[src/rtl/jt10_adpcm_rom_fetch.sv]
// ADPCM-A fetch stage: per-channel one-byte cache, request queue and ROM req/ok FSM.
// Nibbles reach the decoder one channel round (6 cen ticks) after intake.
module jt10_adpcm_rom_fetch #(
  parameter int unsigned DEPTH = 4
) (
  input  logic        clk,
  input  logic        rst_n,
  input  logic        cen,
  input  logic [5:0]  cur_ch,
  input  logic [19:0] addr,
  input  logic [4:0]  bank,
  input  logic        sel,
  input  logic        roe_n,
  input  logic        decon,
  input  logic        clr,
  output logic [24:0] rom_addr,
  output logic        rom_cs,
  input  logic [7:0]  rom_data,
  input  logic        rom_ok,
  output logic [3:0]  data,
  output logic        decon_out,
  output logic        clr_out,
  output logic        late,
  output logic        ovf,
  input  logic        clr_err
);

  localparam int unsigned PTR_W = (DEPTH > 1) ? $clog2(DEPTH) : 1;
  localparam int unsigned CNT_W = $clog2(DEPTH + 1);

  typedef enum logic {S_IDLE = 1'b0, S_WAIT = 1'b1} state_t;

  state_t             state_q, state_d;
  logic [24:0]        tag_q    [6];
  logic [5:0]         tag_v_q, byte_v_q, sel_q, decon_q, clr_q;
  logic [7:0]         byte_q   [6];
  logic [27:0]        q_mem    [DEPTH];
  logic [PTR_W-1:0]   wr_ptr_q, rd_ptr_q;
  logic [CNT_W-1:0]   cnt_q;
  logic [24:0]        rom_addr_q;
  logic [2:0]         req_ch_q;
  logic [3:0]         data_q;
  logic               decon_out_q, clr_out_q, late_q, ovf_q;
  logic               late_d, ovf_d;

  logic [2:0]  ch_idx;
  logic        ch_ok, intake, hit, fetch, full, push, drop, pop, capture;
  logic [24:0] req_tag;

  always_comb begin
    ch_idx = '0;
    ch_ok  = 1'b0;
    for (int unsigned i = 0; i < 6; i++) begin
      if (cur_ch[i] && !ch_ok) begin
        ch_idx = 3'(i);
        ch_ok  = 1'b1;
      end
    end
  end

  // A clr in the same slot starts a new section, so it never counts as a cache hit.
  assign req_tag = {bank, addr};
  assign intake  = cen && ch_ok;
  assign hit     = tag_v_q[ch_idx] && !clr && (tag_q[ch_idx] == req_tag);
  assign fetch   = intake && !roe_n && !hit;
  assign full    = (cnt_q == CNT_W'(DEPTH));
  assign push    = fetch && !full;
  assign drop    = fetch && full;

  function automatic logic [PTR_W-1:0] ptr_inc(input logic [PTR_W-1:0] p);
    return (p == PTR_W'(DEPTH - 1)) ? '0 : p + 1'b1;
  endfunction

  always_ff @(posedge clk or negedge rst_n) begin
    if (!rst_n) begin
      state_q <= S_IDLE;
    end else begin
      state_q <= state_d;
    end
  end

  always_comb begin
    state_d = state_q;
    case (state_q)
      S_IDLE:  if (cnt_q != '0) state_d = S_WAIT;
      S_WAIT:  if (rom_ok) state_d = S_IDLE;
      default: state_d = S_IDLE;
    endcase
  end

  always_comb begin
    pop     = (state_q == S_IDLE) && (cnt_q != '0);
    capture = (state_q == S_WAIT) && rom_ok;
    rom_cs  = (state_q == S_WAIT);
  end

  always_ff @(posedge clk) begin
    if (push) q_mem[wr_ptr_q] <= {ch_idx, req_tag};
  end

  always_ff @(posedge clk or negedge rst_n) begin
    if (!rst_n) begin
      wr_ptr_q   <= '0;
      rd_ptr_q   <= '0;
      cnt_q      <= '0;
      rom_addr_q <= '0;
      req_ch_q   <= '0;
    end else begin
      if (push) wr_ptr_q <= ptr_inc(wr_ptr_q);
      if (pop) begin
        rd_ptr_q   <= ptr_inc(rd_ptr_q);
        rom_addr_q <= q_mem[rd_ptr_q][24:0];
        req_ch_q   <= q_mem[rd_ptr_q][27:25];
      end
      case ({push, pop})
        2'b10:   cnt_q <= cnt_q + 1'b1;
        2'b01:   cnt_q <= cnt_q - 1'b1;
        default: cnt_q <= cnt_q;
      endcase
    end
  end

  // ROM capture is written first so a same-cycle intake on that channel overrides it.
  always_ff @(posedge clk or negedge rst_n) begin
    if (!rst_n) begin
      for (int unsigned i = 0; i < 6; i++) begin
        tag_q[i]  <= '0;
        byte_q[i] <= '0;
      end
      tag_v_q  <= '0;
      byte_v_q <= '0;
      sel_q    <= '0;
      decon_q  <= '0;
      clr_q    <= '0;
    end else begin
      if (capture && tag_v_q[req_ch_q] && (tag_q[req_ch_q] == rom_addr_q)) begin
        byte_q[req_ch_q]   <= rom_data;
        byte_v_q[req_ch_q] <= 1'b1;
      end
      if (intake) begin
        sel_q[ch_idx]   <= sel;
        decon_q[ch_idx] <= decon;
        clr_q[ch_idx]   <= clr;
        if (clr) begin
          tag_v_q[ch_idx]  <= 1'b0;
          byte_v_q[ch_idx] <= 1'b0;
        end
        if (fetch) begin
          tag_q[ch_idx]    <= req_tag;
          tag_v_q[ch_idx]  <= 1'b1;
          byte_v_q[ch_idx] <= 1'b0;
        end
      end
    end
  end

  always_comb begin
    late_d = late_q | (intake && decon_q[ch_idx] && !byte_v_q[ch_idx]);
    ovf_d  = ovf_q | drop;
    if (clr_err) begin
      late_d = 1'b0;
      ovf_d  = 1'b0;
    end
  end

  always_ff @(posedge clk or negedge rst_n) begin
    if (!rst_n) begin
      data_q      <= '0;
      decon_out_q <= 1'b0;
      clr_out_q   <= 1'b0;
      late_q      <= 1'b0;
      ovf_q       <= 1'b0;
    end else begin
      late_q <= late_d;
      ovf_q  <= ovf_d;
      if (intake) begin
        data_q      <= (decon_q[ch_idx] && byte_v_q[ch_idx]) ?
                       (sel_q[ch_idx] ? byte_q[ch_idx][3:0] : byte_q[ch_idx][7:4]) : '0;
        decon_out_q <= decon_q[ch_idx];
        clr_out_q   <= clr_q[ch_idx];
      end
    end
  end

  assign rom_addr  = rom_addr_q;
  assign data      = data_q;
  assign decon_out = decon_out_q;
  assign clr_out   = clr_out_q;
  assign late      = late_q;
  assign ovf       = ovf_q;

endmodule

[config.mk]
export PLATFORM = sky130hd
export DESIGN_NAME = jt10_adpcm_rom_fetch
export DESIGN_NICKNAME = d
export VERILOG_FILES = /design/src/rtl/jt10_adpcm_rom_fetch.sv
export SDC_FILE = /design/constraint.sdc
export NUM_CORES = 1
export LEC_CHECK = 0
export CELL_PAD_IN_SITES_DETAIL_PLACEMENT = 1
export CELL_PAD_IN_SITES_GLOBAL_PLACEMENT = 1
export CORE_MARGIN = 10
export CORE_UTILIZATION = 25
export CTS_BUF_LIST = sky130_fd_sc_hd__clkbuf_4 sky130_fd_sc_hd__clkbuf_8
export DETAILED_ROUTE_END_ITERATION = 10
export PLACE_DENSITY_LB_ADDON = 0.1
export SYNTH_ARGS = -nofsm -noshare
export SYNTH_HDL_FRONTEND = slang
export SYNTH_SLANG_ARGS = --single-unit
[constraint.sdc]
create_clock -name clk -period 4.9 [get_ports clk]
set_input_delay 0.735 -clock clk [delete_from_list [all_inputs] [get_ports clk]]
set_output_delay 0.735 -clock clk [all_outputs]
set_load 0.1 [all_outputs]
==> metrics.md, run 1 <==
| Metric | Value |
|---|---|
| Via count of the routed design | 14.70k |
| Flip-flop cell with the highest count after synthesis | sky130_fd_sc_hd__dfrtp_1 |
| Top cell type's share of synthesized area | 0.3595 |
| Outcome | finished, final reports clean |
| Sequential fraction of the synthesis area | 0.5371 |
| Number of antenna violations at the first check in global routing | 4 |
| Worst Setup Start Kind | primary input |
| Largest cells by area after synthesis | sky130_fd_sc_hd__dfrtp_1 (36%), sky130_fd_sc_hd__edfxtp_1 (18%), sky130_fd_sc_hd__mux2_2 (8.1%) |
| Worst min path class | primary input to asynchronous set/reset pin |
| Layout overhead on the synthesized area | 26.25% |
| Number of iterations in the first detailed-routing pass | 5 |
| Average footprint of a synthesized cell | approximately 13 sq um |
| Cells after synthesis | around 1.5k |
| Initial detailed-routing violation count | 1,032 |
| Post-Route Hold Slack | between 0.07 and 0.08 ns |
| Final instance area | about 0.024 sq mm |
| Maximum fanout along the worst path | 10 |
| Slew @ Worst Pin | around 1.0 ns |
| Endpoint of the worst-slack reg-to-reg timing path | byte_q[37]$_DFFE_PN0P_ |
| Sequential group share of total power | 0.362 |
| Worst Reg-to-Reg Cells | 11 |
| IR Drop Worst-Case VDD | 0.1870 mV |
| Share of the cycle needed by the critical path after routing | 0.9427 |
| IO Pins | 82 |
| Horizontal die dimension | ~300 microns |
| Quantity of gates resized following cts | 0 |
| Later-pin clock latency in the skew report | 0.69 ns |
| Number of distinct library cells after synthesis | 91 |
| Final number of setup-violating endpoints | 0 |
| Number of synthesized register bits | approximately 380 |
| Total power consumption of the routed design | 12,300 uW |
| TritonCTS clock tree | done |
| DR DRC count | 0 |
| Total standard cell area after synthesis | between 0.015 and 0.02 sq mm |
| Minimum clock period after layout | 4.619 ns |
| Launch point of the worst reg-to-reg path | req_ch_q[2]$_DFFE_PN0P_ |
| Nets | 1,794 |
| Total global routing track utilization | 0.1895 |
| Final global-route overflow total | 0 |
| CTS sink cnt | 384 |
| Count of final hold-check violations | 0 |
| Power Dens Cells | around 510 mW/mm^2 |
| Clk buf depth | 3 |
| Final weighted congestion in routability-driven placement | roughly 0.91 |
| Post-layout worst setup margin | about 0.28 ns |
| Largest area contributor in the netlist | sky130_fd_sc_hd__dfrtp_1 |
| Core area | 0.07482 sq mm |
| Synthesized netlist net count | 1,544 |
| Launching instance or port of the critical path | cur_ch[3] |
| FFs w/ async S/R, synth | 0.7083 |
| DP Wirelength | 59,920 microns |
| Count of antenna-violating nets left after detailed routing | 0 |
| Num CTS Buffers | 76 |
| Total leakage power | ~0.01 uW |
| Switching Share | 0.3986 |
| H-tree lvl count | 3 |
| Post-placement cell area | 0.02234 sq mm |
| Vias in the first global route | 15.67k |
| Pin count of the biggest net entering global routing | 85 |
| Worst-case setup slack after placement | -0.3892 ns |
| Power spent charging and discharging nets | 4903 uW |
| Max-slew violation count | 0 |
| Average wire per cell in the routed design | between 20 and 30 microns |
| Combinational cell fraction of total power | 0.361 |
| Register-to-register path setup slack | between 0.7 and 0.8 ns |
| Vert. Die Dim | approximately 300 microns |
| Post-detailed-route via-to-cell ratio | around 5.3 |
| Unrepaired setup endpoints after global routing | false |
| Commonest cells after routing, fill and taps aside | sky130_fd_sc_hd__dfrtp_1 (269), sky130_fd_sc_hd__buf_4 (167), sky130_fd_sc_hd__mux2_2 (136) |
| Clock power frac | 0.278 |
| Number of cell rows | 100 |
| Most common cell after layout, fill and taps aside | sky130_fd_sc_hd__dfrtp_1 |
| CTS Root Buffer Type | sky130_fd_sc_hd__clkbuf_8 |
| Hold-fix buffers at CTS | 0 |
| Number of input and output port buffers inserted | 81 |
| Number of enable flip-flop cells after synthesis | 112 |
| Starting utilization of the core area | 0.2531 |
| Critical setup path kind | primary input to flip-flop |
| Internal power component | around 7400 uW |
| Setup Buffers After CTS | 0 |
| First-pass GRT wire length | around 120,000 microns |
| Normalized max-slew margin | 0.3194 |
| Routed Wire Length | a little over 80,000 microns |
| Data arrival at the endpoint of the critical path | roughly 5.2 ns |
| Worst-path clk slew | about 0.06 ns |
| Max capacitance violation total | 0 |
| Share of final-layout standard cells stronger than drive strength 1 | 0.3074 |
| Maximum achievable frequency | roughly 0.22 GHz |
| Kind of end point of the critical path | flip-flop |
| Final worst clock skew | 0.05877 ns |
| Yosys Warn Count | 0 |
| CP required | 5.49 ns |
| Die Outline Area | 0.08715 sq mm |
-- final cells by class --
type | count | area [sq um]
tap | 969 | 1212
fill | 8089 | 50920
multi-input combinational | 965 | 8163
antenna | 3 | 7.507
inverter | 34 | 128.9
clock buffer | 106 | 1315
sequential | 384 | 10170
clock inverter | 32 | 246.5
timing repair buffer | 278 | 2660
-- state kept, by name (all words and copies together) (netlist names), 2 cells and up --
register,cells
wr_ptr_q,2
data,4
cnt_q,3
rd_ptr_q,2
req_ch_q,3
rom_addr,25
tag_v_q,6
clr_q,6
tag_q,150
q_mem,112
decon_q,6
sel_q,6
byte_q,48
byte_v_q,6
-- power by group through the flow --
stage,combinational (uW),clock [uW],sequential [uW]
finish,4440,3410,4450
global route,4720,3670,4510
CTS,4490,3530,4450
detailed placement,4470,0,4510
global placement,4450,0,4500
floorplan,2120,0,4980
-- worst max-delay path, stage by stage --
cell,delay [ns]
sky130_fd_sc_hd__clkdlybuf4s50_1,0.45
sky130_fd_sc_hd__buf_12,0.16
sky130_fd_sc_hd__buf_4,0.14
sky130_fd_sc_hd__nor4b_2,0.41
sky130_fd_sc_hd__and2_1,0.46
sky130_fd_sc_hd__a221o_1,0.29
sky130_fd_sc_hd__nand3_1,0.15
sky130_fd_sc_hd__a2111oi_0,0.51
sky130_fd_sc_hd__and4_1,0.31
sky130_fd_sc_hd__and4_1,0.28
sky130_fd_sc_hd__nor4_1,0.08
sky130_fd_sc_hd__buf_4,0.16
sky130_fd_sc_hd__inv_1,0.05
sky130_fd_sc_hd__ha_1,0.16
sky130_fd_sc_hd__inv_1,0.06
sky130_fd_sc_hd__fa_1,0.38
sky130_fd_sc_hd__xor2_1,0.15
sky130_fd_sc_hd__nor2_1,0.12
sky130_fd_sc_hd__xor2_1,0.15
-- how the worst max path moves through the flow --
stage,end,slack [ns],depth (start not counted)
finish,cnt_q[2]$_DFFE_PN0P_,0.28,19
global route,cnt_q[2]$_DFFE_PN0P_,0.002,20
CTS,cnt_q[2]$_DFFE_PN0P_,0.36,19
detailed placement,cnt_q[2]$_DFFE_PN0P_,-0.39,19
global placement,cnt_q[2]$_DFFE_PN0P_,-0.30,20
floorplan,q_mem[3][0]$_DFFE_PP_,0.53,11
-- logic make-up after synthesis --
family	share of synthesized area
AOI/OAI and AO/OA	0.1523
xor gates and xnor gates	0.01526
adders and majority gates	0.005022
buffers and inverters	0.03376
DFF	0.5371
muxes	0.1633
and+or+nand+nor	0.09323
-- per-stage QoR --
stage / instances / setup TNS (ns) / util
final: 2771 / 0 / 0.3195
after global routing: 2769 / 0 / 0.3194
after CTS: 2768 / 0 / 0.3194
after detailed placement: 2630 / -9.917 / 0.2985
after global placement: 2630 / -2.342 / 0.2985
after floorplan: 1489 / 0 / -
-- synthesized netlist by cell type (all sizes together), types with 14 or more instances --
library cell and count:
dfrtp 272, mux2 151, edfxtp 112, nand2 80, a22o 57, mux2i 57
a32o 56, clkbuf 56, nor2 54, buf 50, o21ai 47, a21oi 40
nor2b 35, mux4 34, inv 31, nand3 24, nor3 18, nor4 17
xnor2 17, xor2 16, nand4 14
-- routing by layer --
layer | track usage | vias to the layer above | share of wire
met3 | 0.04470 | 103 | 0.059
met5 | 0 | - | 0
met4 | 0.05238 | 0 | 0.022
li1 | - | 6338 | -
met2 | 0.2953 | 391 | 0.45
met1 | 0.2592 | 7867 | 0.47
No activity file was read; power rests on OpenSTA's default activity.
==> run 2: changes to the inputs <==
--- a/config.mk
+++ b/config.mk
@@ -11,7 +11,7 @@
 export CORE_UTILIZATION = 25
 export CTS_BUF_LIST = sky130_fd_sc_hd__clkbuf_4 sky130_fd_sc_hd__clkbuf_8
 export DETAILED_ROUTE_END_ITERATION = 10
-export PLACE_DENSITY_LB_ADDON = 0.1
+export PLACE_DENSITY = 0.53
 export SYNTH_ARGS = -nofsm -noshare
 export SYNTH_HDL_FRONTEND = slang
 export SYNTH_SLANG_ARGS = --single-unit
==> metrics.md, run 2 (synthesis gave the netlist of run 1 again) <==
| Metric | Value |
|---|---|
| Data arrival at the endpoint of the critical path | slightly above 5 ns |
| Worst min path class | primary input to asynchronous set/reset pin |
| Final weighted congestion in routability-driven placement | around 0.95 |
| Average wire per cell in the routed design | 28.54 microns |
| Final number of setup-violating endpoints | 0 |
| Layout overhead on the synthesized area | 24.52% |
| Slew @ Worst Pin | 1.021 ns |
| Crit path buf inv count | 5 |
| DP Wirelength | around 57,000 microns |
| Final worst clock skew | between 0.04 and 0.05 ns |
| Nets | around 1.8k |
| Later-pin clock latency in the skew report | between 0.6 and 0.7 ns |
| H-tree lvl count | 3 |
| Total leakage power | 0.009619 uW |
| Via count of the routed design | 14.56k |
| Number of antenna violations at the first check in global routing | 3 |
| TritonCTS clock tree | done |
| Kind of end point of the critical path | flip-flop |
| Vias in the first global route | roughly 16k |
| Fillers | about 8.1k |
| Clk buf depth | 3 |
| Core area | between 0.07 and 0.08 sq mm |
| First-pass GRT wire length | between 100,000 and 150,000 microns |
| IO Pins | just over 80 |
| Most common cell after layout, fill and taps aside | sky130_fd_sc_hd__dfrtp_1 |
| Endpoint of the worst-slack reg-to-reg timing path | byte_q[44]$_DFFE_PN0P_ |
| Launch point of the worst reg-to-reg path | req_ch_q[2]$_DFFE_PN0P_ |
| Setup Buffers After CTS | 0 |
| Num CTS Buffers | 70 |
| Routed Wire Length | between 70,000 and 80,000 microns |
| Minimum clock period after layout | about 4.5 ns |
| Post-layout worst setup margin | 0.3824 ns |
| Final global-route overflow total | 0 |
| CP required | between 5 and 6 ns |
| Post-route setup TNS | 0 ns |
| Quantity of gates resized following cts | 0 |
| Normalized max-slew margin | 0.3175 |
| Worst path slowest cell | sky130_fd_sc_hd__clkdlybuf4s50_1 |
| Number of iterations in the first detailed-routing pass | 6 |
| Unrepaired setup endpoints after global routing | false |
| Commonest cells after routing, fill and taps aside | sky130_fd_sc_hd__dfrtp_1 (269), sky130_fd_sc_hd__buf_4 (145), sky130_fd_sc_hd__mux2_2 (136) |
| Maximum fanout along the worst path | 9 |
| IR Drop Worst-Case VDD | between 0.2 and 0.25 mV |
| Max-slew violation count | 0 |
| Post-detailed-route via-to-cell ratio | 5.322 |
| Post-Route Hold Slack | about 0.076 ns |
| Largest delay contributor family on the critical path | simple AND/OR/NAND/NOR gates |
| Worst-case setup slack after placement | -0.1981 ns |
| Vert. Die Dim | 295.2 microns |
| Power Dens Cells | between 500 and 600 mW/mm^2 |
| Horizontal die dimension | 295.2 microns |
| Flip-flop count of the largest register after layout | 150 |
| Worst Setup Start Kind | primary input |
| DR DRC count | 0 |
| Register-to-register path setup slack | about 0.58 ns |
| Fraction of the core area covered by cells at the end of the flow | 0.3151 |
| Critical setup path kind | primary input to flip-flop |
| Total global routing track utilization | 0.1785 |
| Count of final hold-check violations | 0 |
| Max capacitance violation total | 0 |
| Largest registers | tag_q (150), q_mem (112), byte_q (48) |
| CTS sink cnt | roughly 380 |
| Count of antenna-violating nets left after detailed routing | 0 |
| Number of input and output port buffers inserted | approximately 80 |
| Worst-path clk slew | 0.06 ns |
| Top reg by flops | tag_q |
| Starting utilization of the core area | 0.2531 |
| Worst Reg-to-Reg Cells | 12 |
| Initial detailed-routing violation count | 1,106 |
| Maximum achievable frequency | 0.2214 GHz |
| Pin count of the biggest net entering global routing | 90 |
| CTS Root Buffer Type | sky130_fd_sc_hd__clkbuf_8 |
| Number of cell rows | 100 |
| Share of the cycle needed by the critical path after routing | 0.9220 |
| Share of final-layout standard cells stronger than drive strength 1 | 0.2948 |
| Critical path cell sequence | clkdlybuf4s50_1, buf_4, nor4b_1, nor2_1, o311ai_0, buf_4, a31o_2, nand4_1, nor4_1, and4_1, nor4_1, inv_1, ha_1, inv_1, fa_1, xor2_1, nor2_1, xor2_1 |
| Max incr delay on CP | between 0.6 and 0.7 ns |
| Die Outline Area | between 0.08 and 0.09 sq mm |
| Hold-fix buffers at CTS | 0 |
| Outcome | finished, final reports clean |
-- run 2: changes by cell type in the layout (fill, tap and decap cells not counted), sizes merged --
| cell | before | now |
|---|---|---|
| diode | 3 | 2 |
| inv | 37 | 34 |
| clkbuf | 106 | 109 |
| clkinvlp | 1 | 6 |
| buf | 200 | 173 |
| clkinv | 26 | 13 |
-- run 2: power by group --
part,total [uW],leakage [uW],internal [uW],switching (uW)
clock network,3280,0.000787,1840,1430
registers,4440,0.00452,3820,622
logic,4360,0.00431,1660,2700
total,12100,0.00962,7330,4750
-- run 2: area by class of cell --
| type | instances | area, sq um | area share |
|---|---|---|---|
| antenna | 2 | 5.005 | 0.0002123 |
| clock buffer | 109 | 1325 | 0.05620 |
| clock inverter | 21 | 181.4 | 0.007694 |
| inverter | 34 | 128.9 | 0.005466 |
| multi-input combinational | 965 | 8158 | 0.3460 |
| sequential | 384 | 10170 | 0.4315 |
| tap | 969 | 1212 | 0.05142 |
| timing repair buffer | 251 | 2395 | 0.1016 |
-- run 2: per-layer routing --
metal  share of wire  vias to the layer above  track usage
met1            0.45                     7720       0.2353
met3           0.057                      115      0.03975
li1                -                     6263            -
met5         0.00017                        -            0
met4           0.026                        2      0.05473
met2            0.47                      457       0.2885
-- run 2: worst max path at each step --
stage | start | endpoint | slack (ns) | cells past startpoint
final | cur_ch[4] | cnt_q[2]$_DFFE_PN0P_ | 0.38 | 18
after global routing | cur_ch[3] | cnt_q[2]$_DFFE_PN0P_ | 0.08 | 19
after CTS | cur_ch[4] | cnt_q[2]$_DFFE_PN0P_ | 0.52 | 18
after detailed placement | cur_ch[4] | cnt_q[2]$_DFFE_PN0P_ | -0.20 | 18
after global placement | cur_ch[3] | cnt_q[2]$_DFFE_PN0P_ | -0.26 | 19
after floorplan | cur_ch[3] | q_mem[3][0]$_DFFE_PP_ | 0.53 | 11
-- run 2: per-stage QoR --
step	power, uW	cells	area [sq um]
2_1_floorplan	7103	1489	18940
3_3_place_gp	8794	2603	22070
3_5_place_dp	8861	2603	22070
4_1_cts	12180	2733	23570
5_1_grt	12630	2734	23580
6_report	12080	2735	23580
